### config.mk
export PLATFORM = sky130hd
export DESIGN_NAME = ca_rule_step
export DESIGN_NICKNAME = d
export VERILOG_FILES = /design/src/rtl/ca_pkg.sv /design/src/rtl/ca_rule_step.sv
export SDC_FILE = /design/constraint.sdc
export NUM_CORES = 1
export LEC_CHECK = 0
export ABC_AREA = 1
export CAP_MARGIN = 20
export CELL_PAD_IN_SITES_DETAIL_PLACEMENT = 0
export CELL_PAD_IN_SITES_GLOBAL_PLACEMENT = 1
export CORE_AREA = 5 5 42 44
export DETAILED_ROUTE_END_ITERATION = 7
export DIE_AREA = 0 0 47 49
export PLACE_DENSITY_LB_ADDON = 0.1
export SYNTH_ARGS = -nofsm -noshare
export SYNTH_HDL_FRONTEND = slang
export SYNTH_SLANG_ARGS = --single-unit
### constraint.sdc
create_clock -name vclk -period 0.8
set_input_delay 0.12 -clock vclk [all_inputs]
set_output_delay 0.12 -clock vclk [all_outputs]
set_load 0.005 [all_outputs]
### src/rtl/ca_pkg.sv
// Shared types, widths and rule lookup for the cellular-automaton sequence checker.
package ca_pkg;

    typedef enum logic [1:0] {
        ST_IDLE   = 2'd0,
        ST_ACQ    = 2'd1,
        ST_LOCKED = 2'd2
    } state_t;

    localparam int ERR_CNT_W  = 16;
    localparam int BEAT_CNT_W = 32;

    // Elementary CA rule lookup: nbh is {left, centre, right}.
    function automatic logic rule_bit(input logic [7:0] rule, input logic [2:0] nbh);
        return rule[nbh];
    endfunction

endpackage

### src/rtl/ca_rule_step.sv
// One combinational generation of an elementary cellular automaton on a ring.
module ca_rule_step
    import ca_pkg::*;
#(
    parameter int          ARRAY_WIDTH = 11,
    parameter logic [7:0]  RULE        = 8'd30
) (
    input  logic [ARRAY_WIDTH-1:0] cur,
    output logic [ARRAY_WIDTH-1:0] nxt
);
    // Left neighbour is the next-higher index, right is the next-lower, wrapping.
    for (genvar i = 0; i < ARRAY_WIDTH; i++) begin : g_cell
        localparam int LEFT  = (i + 1) % ARRAY_WIDTH;
        localparam int RIGHT = (i + ARRAY_WIDTH - 1) % ARRAY_WIDTH;
        assign nxt[i] = rule_bit(RULE, {cur[LEFT], cur[i], cur[RIGHT]});
    end
endmodule

# Word level (Yosys, flattened, before mapping)
# Memories as Yosys holds them, arrays and structs flattened.
# Index checks and enable logic that the tools add are counted.
# Widths: inputs -> output; s select.
[totals]
register_bits = 0
romBits = 88
mem_count = 11
[classes]
magnitude_cmp = 11
mux = 11
[memory_table]
columns = ["memory", "depth", "width", "read_ports", "rd_clocked_by_memory_dff", "wr", "line", "source"]
rows = [
  ["(no name shown)", 8, 1, 1, 0, 0, "ca_pkg.sv:15", "return rule[nbh];"],
  ["(no name shown)", 8, 1, 1, 0, 0, "ca_pkg.sv:15", ""],
  ["(no name shown)", 8, 1, 1, 0, 0, "ca_pkg.sv:15", ""],
  ["(no name shown)", 8, 1, 1, 0, 0, "ca_pkg.sv:15", ""],
  ["(no name shown)", 8, 1, 1, 0, 0, "ca_pkg.sv:15", ""],
  ["(no name shown)", 8, 1, 1, 0, 0, "ca_pkg.sv:15", ""],
  ["+5 memories", "--", "--", "--", "--", "--", "--", ""],
]
[op_table]
columns = ["operator", "n"]
rows = [
  ["$lt 3x4->1 const B", 11],
  ["$mux 1", 11],
]

# Depth between registers and ports, before layout
# Gate-level depths: netlist (run 1).
[logic_depth]
word_depth = 2
ltp_mapped = 3

# Worst setup path before layout (run 1)
# Ideal clock, no wire load.
[synth_timing]
path_kind = "in2out"
start = "input cur[10]"
end = "output nxt[0]"
arrival_ns = 0.325
t_required_ns = 0.680
setup_slack_ns = 0.355
stages = 2
cell_sequence = "o21ai_0 > nand2_1"
[synth_via]
elab_chain_len = 2
[synth_lines]
columns = ["element", "line", "source"]
rows = [
  ["start: declaration", "ca_rule_step.sv:8", "input logic [ARRAY_WIDTH-1:0] cur,"],
  ["$mem_v2 8x1", "--", ""],
  ["$mux 1 (implied by the code)", "ca_pkg.sv:15", ""],
  ["end: declaration", "ca_rule_step.sv:9", "output logic [ARRAY_WIDTH-1:0] nxt"],
]
# No other way between the ends. The select of a mux whose other input is x is not followed.

# Final worst setup path (run 1)
[layout_timing]
start = "input cur[4]"
end = "output nxt[5]"
# Same word-level chain as after synthesis.

==> results of run 1 <==
## cell usage after synthesis
master | instances | area share
inv_1 | 11 | 0.21
nand2_1 | 11 | 0.21
nand3_1 | 11 | 0.29
o21ai_0 | 11 | 0.29
## per-stage QoR
stage	setup TNS [ps]	cells
6_report	0	82
5_1_grt	-47.0	82
4_1_cts	0	82
3_5_place_dp	-7180	82
3_3_place_gp	-7360	82
2_1_floorplan	0	44
## layer usage
metal | vias to the layer above | share of wire | track usage
li1 | 188 | - | -
met1 | 140 | 0.43 | 0.0935
met2 | 11 | 0.45 | 0.0950
met3 | 0 | 0.11 | 0.00369
met4 | 0 | 0 | 0
met5 | - | 0 | 0
## timing repair
action / CTS / global route
hold buffers: 0 / 0
cloned: 0 / 0
resized for setup: 86 / 9
pin swaps: 9 / 2
setup endpoints to repair: 11 / 10
## power groups by stage
stage | Combinational (uW) | Clock [uW] | Sequential (uW)
4_1_cts | 203 | 0 | 0
3_3_place_gp | 242 | 0 | 0
3_5_place_dp | 239 | 0 | 0
2_1_floorplan | 69.6 | 0 | 0
5_1_grt | 217 | 0 | 0
6_report | 190 | 0 | 0
## area by class of cell
class                           instances  share of cell area
Multi-Input combinational cell         33               0.441
Inverter                               11               0.117
Tap cell                               16              0.0569
Timing Repair Buffer                   22               0.384
## worst min path at each step
stage / startpoint / to / slack [ps] / depth (start not counted)
floorplan: cur[0] / nxt[0] / 350 / 2
global placement: cur[6] / nxt[5] / 1280 / 4
detailed placement: cur[8] / nxt[7] / 1280 / 4
CTS: cur[2] / nxt[3] / 670 / 4
global route: cur[2] / nxt[3] / 600 / 4
finish: cur[2] / nxt[3] / 570 / 4
## logic make-up after synthesis
kind of cell	count (synthesis)	share of synthesized area
compound gates	11	0.286
buf+inv	11	0.214
simple gates	22	0.500
==> qor.yml, run 1 <==
outcome: "complete, no violations"
grt_setup_unrepaired: "yes"
total_power_uw: 190
worst_pin_slew_ps: 102
internal_power_uw: 89.6
holdWs_ps: 569
setup_violations: 0
hold_viol: 0
p_per_area_mw_per_mm2: 541
die_y_um: 49
nFlopsAndLatches: 0
grt_pass1_wl_mm: 1.15
yosys_warnings: 0
hold_path_class: "primary input to output port"
switching_share: 0.529
crit_family: "buffers and inverters"
leakagePower_uw: 0.000211
hpwl_um: 649
setup_slack_ps: 38.3
die_w_um: 47
regArea_um2: 0
grt_overflow: 0
required_ps: 680
final_max_slew_viol_count: 0
multi_input_area_um2: 155
n_antenna_cell: 0
startpoint_type: "primary input"
drt_iter0_markers: 2
grt_pass1_vias: 271
start_util: 0.138
placed_area_um2: 433
arrival_ps: 640
p_comb_frac: 1.000
wl_per_cell_um: 9.05
core_region_area_mm2: 0.00140
crit_type: "primary input to output port"
fillers: 189
cp_max_fo: 4
io_buffers: 22
fmax_mhz: 1310
drive_gt1_frac: 0.439
place_congestion: 0.700
viasPerCell: 4.13
switching_power_uw: 101
post_cts_buffers: 0
final.period_utilization: 0.952
endpoint_kind: "output port"
synthCells: 44
ys_seq_area_frac: 0
crit_buf_inv: 3
vias: 339
slowest_delay_ps: 190
io-pin-count: 22
maxCapViolCount: 0
crit_end: "nxt[5]"
path_depth: 5
p_seq_frac: 0
firstDrtPassIters: 2
slew-limit-headroom: 0.932
nClkBuffers: 0
wl_um: 742
grt.total_usage: 0.0604
p_clk_frac: 0
yosysUniqueCellTypes: 4
most-common-layout-cells: "inv_2 (11), nand3_1 (11), nand2_1 (11), buf_2 (11), o21ai_1 (10)"
syn-cell-area_um2: 193
syn_area_per_cell_um2: 4.38
placementRows: 14
stdcell_area_um2: 352
synthToLayoutAreaGrowth_pct: 82.5
dieArea_mm2: 0.00230
cpMaxStageDelayCell: "clkdlybuf4s15_1"
period_needed_ps: 762
vdd_ir_drop_max_uv: 110
antenna_found_initial: 0
drc_errors: 0
antenna_left: 0
syn_nets: 55
grt_max_degree: 5
dp_worst_setup_slack_ps: -661
finish.utilization: 0.251
crit_path_cell_trace: "buf_2 > inv_2 > nand3_1 > nand2_1 > clkdlybuf4s15_1"
cp-startpoint: "cur[4]"
nets: 79
Note: power is estimated with default switching activity, not from simulation.
==> inputs of run 2 (changes only) <==
--- a/config.mk
+++ b/config.mk
@@ -6,6 +6,7 @@
 export NUM_CORES = 1
 export LEC_CHECK = 0
 export ABC_AREA = 1
+export ABC_CLOCK_PERIOD_IN_PS = 800
 export CAP_MARGIN = 20
 export CELL_PAD_IN_SITES_DETAIL_PLACEMENT = 0
 export CELL_PAD_IN_SITES_GLOBAL_PLACEMENT = 1
==> results of run 2 <==
Same layout as run 1: the final DEF is identical, and so are final timing and power.
